==> src/rtl/camera_line_buffer_pkg.sv <==
// Shared constants and width helpers for the camera line buffer.
// Widths derived here are used by both the position tracker and the buffer top.
package camera_line_buffer_pkg;

  localparam int PIX_DATA_W = 10;

  // Address width for a range of 'value' entries, never below one bit.
  function automatic int clog2(input int value);
    int width;
    width = 0;
    for (int i = 0; i < 31; i++) begin
      if ((32'sd1 <<< i) < value) begin
        width = i + 1;
      end else begin
        width = width;
      end
    end
    return (width < 1) ? 1 : width;
  endfunction

endpackage

==> src/rtl/camera_line_buffer_tracker.sv <==
// Frame/line/column position tracker for a parallel sensor interface.
// Arms on the first idle frame strobe and emits registered, in-range pixels.
module cam_pos_tracker
  import camera_line_buffer_pkg::*;
#(
  parameter int LINES   = 3,
  parameter int COLUMNS = 2,
  parameter int DATA_W  = PIX_DATA_W,
  parameter int LW      = clog2(LINES),
  parameter int CW      = clog2(COLUMNS)
) (
  input  logic              clk,
  input  logic              rst_n,
  input  logic              frame_valid,
  input  logic              line_valid,
  input  logic [DATA_W-1:0] data_in,
  output logic              pixel_valid,
  output logic [DATA_W-1:0] pixel_data,
  output logic [LW-1:0]     current_line,
  output logic [CW-1:0]     current_column
);

  // Counters are one value wider than the index range so they can park at LINES/COLUMNS.
  localparam int LCW = clog2(LINES + 1);
  localparam int CCW = clog2(COLUMNS + 1);
  localparam logic [LCW-1:0] LINES_C   = LCW'(LINES);
  localparam logic [CCW-1:0] COLUMNS_C = CCW'(COLUMNS);

  logic              armed_r;
  logic              lv_prev_r;
  logic [LCW-1:0]    line_cnt_r;
  logic [CCW-1:0]    col_cnt_r;
  logic              pixel_valid_r;
  logic [DATA_W-1:0] pixel_data_r;
  logic [LW-1:0]     cur_line_r;
  logic [CW-1:0]     cur_col_r;

  // Arming, line-strobe edge detection, saturating counters and pixel output registers.
  always_ff @(posedge clk or negedge rst_n) begin
    if (!rst_n) begin
      armed_r       <= 1'b0;
      lv_prev_r     <= 1'b0;
      line_cnt_r    <= '0;
      col_cnt_r     <= '0;
      pixel_valid_r <= 1'b0;
      pixel_data_r  <= '0;
      cur_line_r    <= '0;
      cur_col_r     <= '0;
    end else begin
      lv_prev_r     <= line_valid;
      pixel_valid_r <= 1'b0;
      if (!frame_valid) begin
        armed_r    <= 1'b1;
        line_cnt_r <= '0;
        col_cnt_r  <= '0;
      end else if (armed_r) begin
        if (line_valid) begin
          if ((line_cnt_r < LINES_C) && (col_cnt_r < COLUMNS_C)) begin
            pixel_valid_r <= 1'b1;
            pixel_data_r  <= data_in;
            cur_line_r    <= line_cnt_r[LW-1:0];
            cur_col_r     <= col_cnt_r[CW-1:0];
          end
          if (col_cnt_r < COLUMNS_C) begin
            col_cnt_r <= col_cnt_r + CCW'(1);
          end
        end else if (lv_prev_r) begin
          if (line_cnt_r < LINES_C) begin
            line_cnt_r <= line_cnt_r + LCW'(1);
          end
          col_cnt_r <= '0;
        end
      end
    end
  end

  assign pixel_valid    = pixel_valid_r;
  assign pixel_data     = pixel_data_r;
  assign current_line   = cur_line_r;
  assign current_column = cur_col_r;

endmodule

==> src/rtl/camera_line_buffer.sv <==
// Single-line capture buffer behind the sensor position tracker.
// Holds the selected line stable until the consumer acknowledges it.
module camera_line_buffer
  import camera_line_buffer_pkg::*;
#(
  parameter int LINES   = 3,
  parameter int COLUMNS = 2,
  parameter int DATA_W  = PIX_DATA_W,
  parameter int LW      = clog2(LINES),
  parameter int CW      = clog2(COLUMNS)
) (
  input  logic              CLK,
  input  logic              RESET_N,
  input  logic              FRAME_VALID,
  input  logic              LINE_VALID,
  input  logic [DATA_W-1:0] DATA_IN,
  input  logic [LW-1:0]     INTERESTING_LINE,
  input  logic [CW-1:0]     READ_ADDRESS,
  input  logic              RESET_READY_FLAG,
  output logic              WHOLE_LINE_READY_FLAG,
  output logic [DATA_W-1:0] DATA_OUT,
  output logic              PIXEL_VALID,
  output logic [LW-1:0]     CURRENT_LINE,
  output logic [CW-1:0]     CURRENT_COLUMN
);

  localparam logic [CW:0]   COLS_C     = (CW + 1)'(COLUMNS);
  localparam logic [CW-1:0] LAST_COL_C = CW'(COLUMNS - 1);

  logic              cam_valid_s;
  logic [DATA_W-1:0] cam_data_s;
  logic [LW-1:0]     cam_line_s;
  logic [CW-1:0]     cam_col_s;
  logic              we_s;
  logic              set_s;
  logic [DATA_W-1:0] rd_data_s;
  logic              flag_r;
  logic [DATA_W-1:0] data_out_r;
  logic [DATA_W-1:0] mem_r [COLUMNS];

  cam_pos_tracker #(
    .LINES   (LINES),
    .COLUMNS (COLUMNS),
    .DATA_W  (DATA_W),
    .LW      (LW),
    .CW      (CW)
  ) u_tracker (
    .clk            (CLK),
    .rst_n          (RESET_N),
    .frame_valid    (FRAME_VALID),
    .line_valid     (LINE_VALID),
    .data_in        (DATA_IN),
    .pixel_valid    (cam_valid_s),
    .pixel_data     (cam_data_s),
    .current_line   (cam_line_s),
    .current_column (cam_col_s)
  );

  // Write enable, flag set condition and range-guarded read mux.
  always_comb begin
    we_s      = cam_valid_s && (cam_line_s == INTERESTING_LINE) && !flag_r;
    set_s     = we_s && (cam_col_s == LAST_COL_C);
    rd_data_s = '0;
    if ({1'b0, READ_ADDRESS} < COLS_C) begin
      rd_data_s = mem_r[READ_ADDRESS];
    end else begin
      rd_data_s = '0;
    end
  end

  // Line RAM write port; contents deliberately not reset.
  always_ff @(posedge CLK) begin
    if (we_s) begin
      mem_r[cam_col_s] <= cam_data_s;
    end
  end

  // Ready flag (acknowledge beats set) and registered read data.
  always_ff @(posedge CLK or negedge RESET_N) begin
    if (!RESET_N) begin
      flag_r     <= 1'b0;
      data_out_r <= '0;
    end else begin
      data_out_r <= rd_data_s;
      if (RESET_READY_FLAG) begin
        flag_r <= 1'b0;
      end else if (set_s) begin
        flag_r <= 1'b1;
      end
    end
  end

  assign WHOLE_LINE_READY_FLAG = flag_r;
  assign DATA_OUT              = data_out_r;
  assign PIXEL_VALID           = cam_valid_s;
  assign CURRENT_LINE          = cam_line_s;
  assign CURRENT_COLUMN        = cam_col_s;

endmodule

==> config.mk <==
export PLATFORM = sky130hd
export DESIGN_NAME = camera_line_buffer
export DESIGN_NICKNAME = d
export VERILOG_FILES = /design/src/rtl/camera_line_buffer_pkg.sv /design/src/rtl/camera_line_buffer_tracker.sv /design/src/rtl/camera_line_buffer.sv
export SDC_FILE = /design/constraint.sdc
export NUM_CORES = 1
export LEC_CHECK = 0
export CAP_MARGIN = 10
export CORE_UTILIZATION = 51
export DETAILED_ROUTE_END_ITERATION = 10
export PLACE_DENSITY_LB_ADDON = 0.15
export SYNTH_ARGS = -nofsm -noshare
export SYNTH_HDL_FRONTEND = slang
export SYNTH_SLANG_ARGS = --single-unit
export TNS_END_PERCENT = 1
==> constraint.sdc <==
create_clock -name CLK -period 2.3 [get_ports CLK]
set_input_delay 0.23 -clock CLK [delete_from_list [all_inputs] [get_ports CLK]]
set_output_delay 0.23 -clock CLK [all_outputs]
set_load 0.005 [all_outputs]
Word-level counts from Yosys, hierarchy flattened
Memory sizes are Yosys's and may differ from the RTL's. A register that Yosys moved wholly into a read port is not among the register bits.
Index checks and enable logic that the tools add are counted.
Word-level totals
  register bits: 21
  bits in latches: 0
  bits in writable memories: 20
  memory bits (read-only): 0
  bits of input ports: 18
  output and inout port bits: 15
  logic and storage cells: 49
  memories kept: 1
Operators by class
  add/subtract/negate cells: 2
  multiply operators: 0
  div/mod/pow operators: 0
  magnitude comparators: 2
  equality and inequality tests: 7
  shift-type cells: 0
  muxes and demuxes: 18
  bitwise gates (word level): 0
  reductions and logical operators: 10
Memory list
  mem_r: depth 2, bits a word 10, rd ports 1, clocked after memory_dff 1, write ports 1, RTL line camera_line_buffer.sv:39  | logic [DATA_W-1:0] mem_r [COLUMNS];
Operators with widths (number)
  $mux 2: 10
  $mux 1: 8
  $reduce_and 4->1: 2
  $ne 2x1->1 const B: 3
  $add 2x1->2 const B: 2
  $logic_and 1x1->1: 4
  $lt 2x2->1 const B: 2
  $ne 3x1->1 const B: 1
  $ne 3x2->1 const B: 1
  $reduce_and 3->1: 1
  $eq 2x2->1: 1
  $logic_not 1->1: 2
  $ne 2x2->1 const B: 1
  $reduce_bool 2->1: 1

Depth between registers and ports, before layout
  depth in word-level cells: 6
  gate-level depth with buffers: 5
  gate-level depth less buffers: 4

Modules after synthesis
A second synthesis with hierarchy kept.
Unflattened totals
  cells, all modules: 103
  area, all modules: 1899.3 um^2
Modules (own cells, without submodules)
  camera_line_buffer: times used 1, cells an instance 50, area an instance 1064.8 um^2, sequential area each 875.8 um^2
  cam_pos_tracker: times used 1, cells an instance 53, area an instance 834.6 um^2, sequential area each 500.5 um^2

Least setup slack after synthesis
Ideal clock, no wire load.
  path type: reg-to-reg
  from: register u_tracker.cur_line_r[1], in the netlist u_tracker.current_line[1]
  to: memory mem_r[1][0] (netlist name) (enable)
  arrival time: 1.521 ns
  data required time: 1.908 ns
  setup slack: 0.387 ns
  stages on the path, launching flop included: 4
  path buffers: 0
  clock period less this slack: 1.913 ns
  cells stage by stage: dfrtp_1 xnor2_1 nand3_1 nor3b_1
Between the ends
  cells in the longest elaborated chain, start to end: 5
Ends and longest elaborated chain
  start, declared: RTL line camera_line_buffer_tracker.sv:35  | logic [LW-1:0] cur_line_r;
  start signal, assigned: RTL line camera_line_buffer_tracker.sv:61  | cur_line_r <= line_cnt_r[LW-1:0];
  $eq 2x2->1: RTL line camera_line_buffer.sv:61  | we_s = cam_valid_s && (cam_line_s == INTERESTING_LINE) && !flag_r;
  $logic_and 1x1->1 (2 in series): RTL line camera_line_buffer.sv:61
  $mux 1: RTL line camera_line_buffer.sv:73  | if (we_s) begin
  $mux 1 (not written as such): RTL line camera_line_buffer.sv:74  | mem_r[cam_col_s] <= cam_data_s;
  end, declared: RTL line camera_line_buffer.sv:39
Every way passes these cells.

Worst setup path after layout
  from: register u_tracker.line_cnt_r[0]
  to: register u_tracker.pixel_data_r[3], in the netlist u_tracker.pixel_data[3]
Between the ends
  cells in the longest elaborated chain, start to end: 3
Ends and longest elaborated chain
  start, declared: RTL line camera_line_buffer_tracker.sv:31  | logic [LCW-1:0] line_cnt_r;
  start signal, assigned: RTL line camera_line_buffer_tracker.sv:69  | line_cnt_r <= line_cnt_r + LCW'(1);
  $lt 2x2->1: RTL line camera_line_buffer_tracker.sv:58  | if ((line_cnt_r < LINES_C) && (col_cnt_r < COLUMNS_C)) begin
  $logic_and 1x1->1: RTL line camera_line_buffer_tracker.sv:58
  $reduce_and 4->1 (no source line)
  end signal, assigned: RTL line camera_line_buffer_tracker.sv:60  | pixel_data_r <= data_in;
  end, declared: RTL line camera_line_buffer_tracker.sv:34  | logic [DATA_W-1:0] pixel_data_r;
Every way passes these cells.
A chain may end at the register's enable or synchronous reset.

==> qor_table.md <==
| Parameter | Value | Unit |
| --- | --- | --- |
| Unrepaired setup endpoints after global routing | no | - |
| All-layer global routing usage | 17.12 | % |
| Dpl hpwl | 1902 | µm |
| Final design instance area without fill | 2359 | µm² |
| Actual transition at the worst max-transition pin | 0.4989 | ns |
| Floorplan core area | 3442 | µm² |
| Standard cell area after detailed placement | 2260 | µm² |
| Wire length of the first global-routing pass | 4705 | µm |
| Via count | 938 | - |
| Biggest area consumer among synthesized cells | sky130_fd_sc_hd__dfrtp_1 | - |
| Share of async-settable or async-resettable flops after synthesis | 60.78 | % |
| Number of warning messages in the yosys log | 0 | - |
| Detailed-route wire length per cell | 15.01 | µm |
| CTS Buf Count | 5 | - |
| DRC | 0 | - |
| Min Tclk post-route | 1.722 | ns |
| Global route total overflow | 0 | - |
| Post-synth design cell area | 1876 | µm² |
| Area added between synthesis and finish | 25.75 | % |
| Post-DR vias/cell | 4.963 | - |
| Most frequent cells after synthesis | 31 x sky130_fd_sc_hd__dfrtp_1, 20 x sky130_fd_sc_hd__edfxtp_1, 14 x sky130_fd_sc_hd__mux2_1 | - |
| Number of register bits inferred by synthesis | 51 | - |
| Highest cell delay on the worst timing path | 0.41 | ns |
| Leading register cell type out of synthesis | sky130_fd_sc_hd__dfrtp_1 | - |
| Drt total wl | 2836 | µm |
| Die Height | 62.64 | µm |
| Insertion delay to the later sink of the worst-skew pair | 0.31 | ns |
| Leak Pwr | 0.0009629 | µW |
| Worst endpoint data arrival time | 1.91 | ns |
| Nature of the critical path endpoint | flip-flop | - |
| Number of antenna-violating nets in the routed design | 0 | - |
| Source of the worst register-to-register timing path | u_tracker.line_cnt_r[0] | - |
| Total inserted antenna cells | 0 | - |
| Required time reported for the critical path endpoint | 2.49 | ns |
| Clock Tree Root | sky130_fd_sc_hd__clkbuf_8 | - |
| Synth top area cells | sky130_fd_sc_hd__dfrtp_1 41%, sky130_fd_sc_hd__edfxtp_1 32%, sky130_fd_sc_hd__mux2_1 8.4% | - |
| Maximum clock skew at final layout | 0.01153 | ns |
| Capturing point of the worst reg2reg path | u_tracker.pixel_data[3] | - |
| Hold Crit Class | primary input to async pin | - |
| Number of gates given a new drive strength after cts | 0 | - |
| Cell type of the slowest stage on the worst timing path | sky130_fd_sc_hd__dfrtp_1 | - |
| Share of final-layout standard cells stronger than drive strength 1 | 15.38 | % |
| Worst-case reg-to-reg path depth | 4 | - |
| Number of post-CTS setup repair buffers | 0 | - |
| Number of rows created at floorplan | 21 | - |
| Number of max-cap violations | 0 | - |
| Area enclosed by the die boundary | 3924 | µm² |
| Number of H-tree levels | 2 | - |
| Number of nets in the layout | 161 | - |
| Final hold violation count | 0 | - |
| Count of different cell masters after synthesis | 28 | - |
| 1st-pass router iterations | 4 | - |
| Worst slew slack as a fraction of its limit | 66.64 | % |
| Setup slack, reg-to-reg | 0.58 | ns |
| Largest vdd supply drop | 0.4718 | mV |
| Sequential cell area fraction in the yosys report | 73.38 | % |
| Number of slew-limit violations in the final report | 0 | - |
| Effective utilization at floorplan | 54.49 | % |
| Synth Area per Inst | 18.39 | µm² |
| I/O Buffers | 32 | - |
| CTS tree | done | - |
| Startpoint type of the worst setup path | flip-flop | - |
| Synth top area share | 41.36 | % |
| Setup Crit Path Kind | flip-flop to flip-flop | - |
| Final setup violation count | 0 | - |
| Longest Clk Path Bufs | 2 | - |
| Pin count of the biggest net entering global routing | 32 | - |
| Max frequency | 0.5807 | GHz |
| Power density over cell area | 754.3 | nW/µm² |
| Routability-driven placement congestion ratio | 0.6637 | - |
| Net count of the mapped netlist | 121 | - |
| Critical path peak fanout | 14 | - |
| Die X | 62.64 | µm |
| Outcome | finished, final reports clean | - |
| Number of enable flip-flop cells after synthesis | 20 | - |
| Clock edge transition at the registers on the reported setup and hold paths | 0.09 | ns |
| Via count of the first global-routing pass | 987 | - |
| Post-CTS Hold Fix Bufs | 0 | - |
| Tot Pwr | 1779 | µW |
| Fin Setup TNS | 0 | ns |
| Iter 0 DRT Violations | 63 | - |
| Most common cell in the netlist | sky130_fd_sc_hd__dfrtp_1 | - |
| Mapped Cells | 102 | - |
| Antenna violations before repair | 0 | - |
| Final clock period utilization by the worst path | 74.88 | % |
| Sequence of cells on the critical path | ha_1 -> and4bb_1 -> nand2_2 -> mux2_1 | - |
| TritonCTS sink count | 51 | - |
| Num ports | 33 | - |
## final cells by class
| cell class | instances | area [µm²] |
|---|---|---|
| timing repair buffer | 35 | 342.8 |
| fill | 244 | 1084 |
| clock buffer | 6 | 82.58 |
| sequential | 51 | 1376 |
| multi-input combinational | 48 | 479.2 |
| clock inverter | 2 | 16.27 |
| tap | 46 | 57.56 |
| inverter | 1 | 3.754 |
## power breakdown
part | internal (µW) | switching [µW]
clock | 245 | 283
sequential | 1020 | 43.0
combinational | 120 | 62.2
## stage by stage
| stage | utilization [%] | worst slack (ns) | hold slack (ns) | cells |
|---|---|---|---|---|
| CTS | 68.52 | 0.5554 | 0.3174 | 189 |
| finish | 68.52 | 0.5778 | 0.3049 | 189 |
| floorplan | - | 0.3867 | -0.06559 | 102 |
| detailed placement | 65.65 | 0.4653 | 0.4425 | 181 |
| global placement | 65.65 | 0.5325 | 0.4336 | 181 |
| global route | 68.52 | 0.4975 | 0.3352 | 189 |
## worst max-delay path, delay by kind of cell (launching register included)
| family | cells | cell delay [ns] |
|---|---|---|
| flops | 1 | 0.41 |
| simple gates | 2 | 0.56 |
| fa+ha+maj | 1 | 0.23 |
| mux | 1 | 0.41 |
## registers in the layout, summed over array words and instances, names as in the netlist
signal and count:
u_tracker.current_column 1, u_tracker.pixel_valid 1, u_tracker.current_line 2, WHOLE_LINE_READY_FLAG 1, u_tracker.lv_prev_r 1, u_tracker.line_cnt_r 2
mem_r 20, u_tracker.col_cnt_r 2, DATA_OUT 10, u_tracker.armed_r 1, u_tracker.pixel_data 10
## how the worst max path moves through the flow
stage,slack (ns),end,startpoint,cells after the start
finish,0.58,u_tracker.pixel_data[3],u_tracker.line_cnt_r[0],4
global route,0.50,u_tracker.pixel_data[2],u_tracker.line_cnt_r[0],4
CTS,0.56,u_tracker.pixel_data[3],u_tracker.line_cnt_r[0],4
detailed placement,0.47,u_tracker.pixel_data[3],FRAME_VALID,4
global placement,0.53,u_tracker.pixel_data[2],FRAME_VALID,4
floorplan,0.39,mem_r[1][0],u_tracker.current_line[1],3
## cells in the final DEF, fill, tap and decap left out, types with 2 or more instances in the layout
cell                              instances
sky130_fd_sc_hd__nor2b_1                  2
sky130_fd_sc_hd__xnor2_1                  2
sky130_fd_sc_hd__mux2_4                   9
sky130_fd_sc_hd__mux2_1                  14
sky130_fd_sc_hd__edfxtp_1                20
sky130_fd_sc_hd__nand2_1                  2
sky130_fd_sc_hd__clkbuf_8                 6
sky130_fd_sc_hd__clkdlybuf4s50_1         32
sky130_fd_sc_hd__dfrtp_1                 31
sky130_fd_sc_hd__and4bb_1                 2
sky130_fd_sc_hd__buf_4                    3
## logic make-up (layout without fill, tap and decap cells)
logic type | count (synthesis) | count (layout) | synth area share, %
AND/OR/NAND/NOR | 14 | 14 | 5.070
buffers and inverters | 3 | 44 | 1.067
adder cells (fa/ha/maj) | 1 | 1 | 0.6670
XOR/XNOR | 3 | 3 | 1.401
multiplexers | 24 | 24 | 16.14
AO/OA/AOI/OAI | 6 | 6 | 2.269
flip-flops | 51 | 51 | 73.38
## metal layers
layer	vias to the layer above	GRT usage (%)	wire (µm)
li1	452	-	-
met1	459	19.90	1185
met2	22	27.85	1460
met3	5	6.752	129
met4	0	7.849	59
met5	-	0	0
Power figures use the tool's default switching activity.
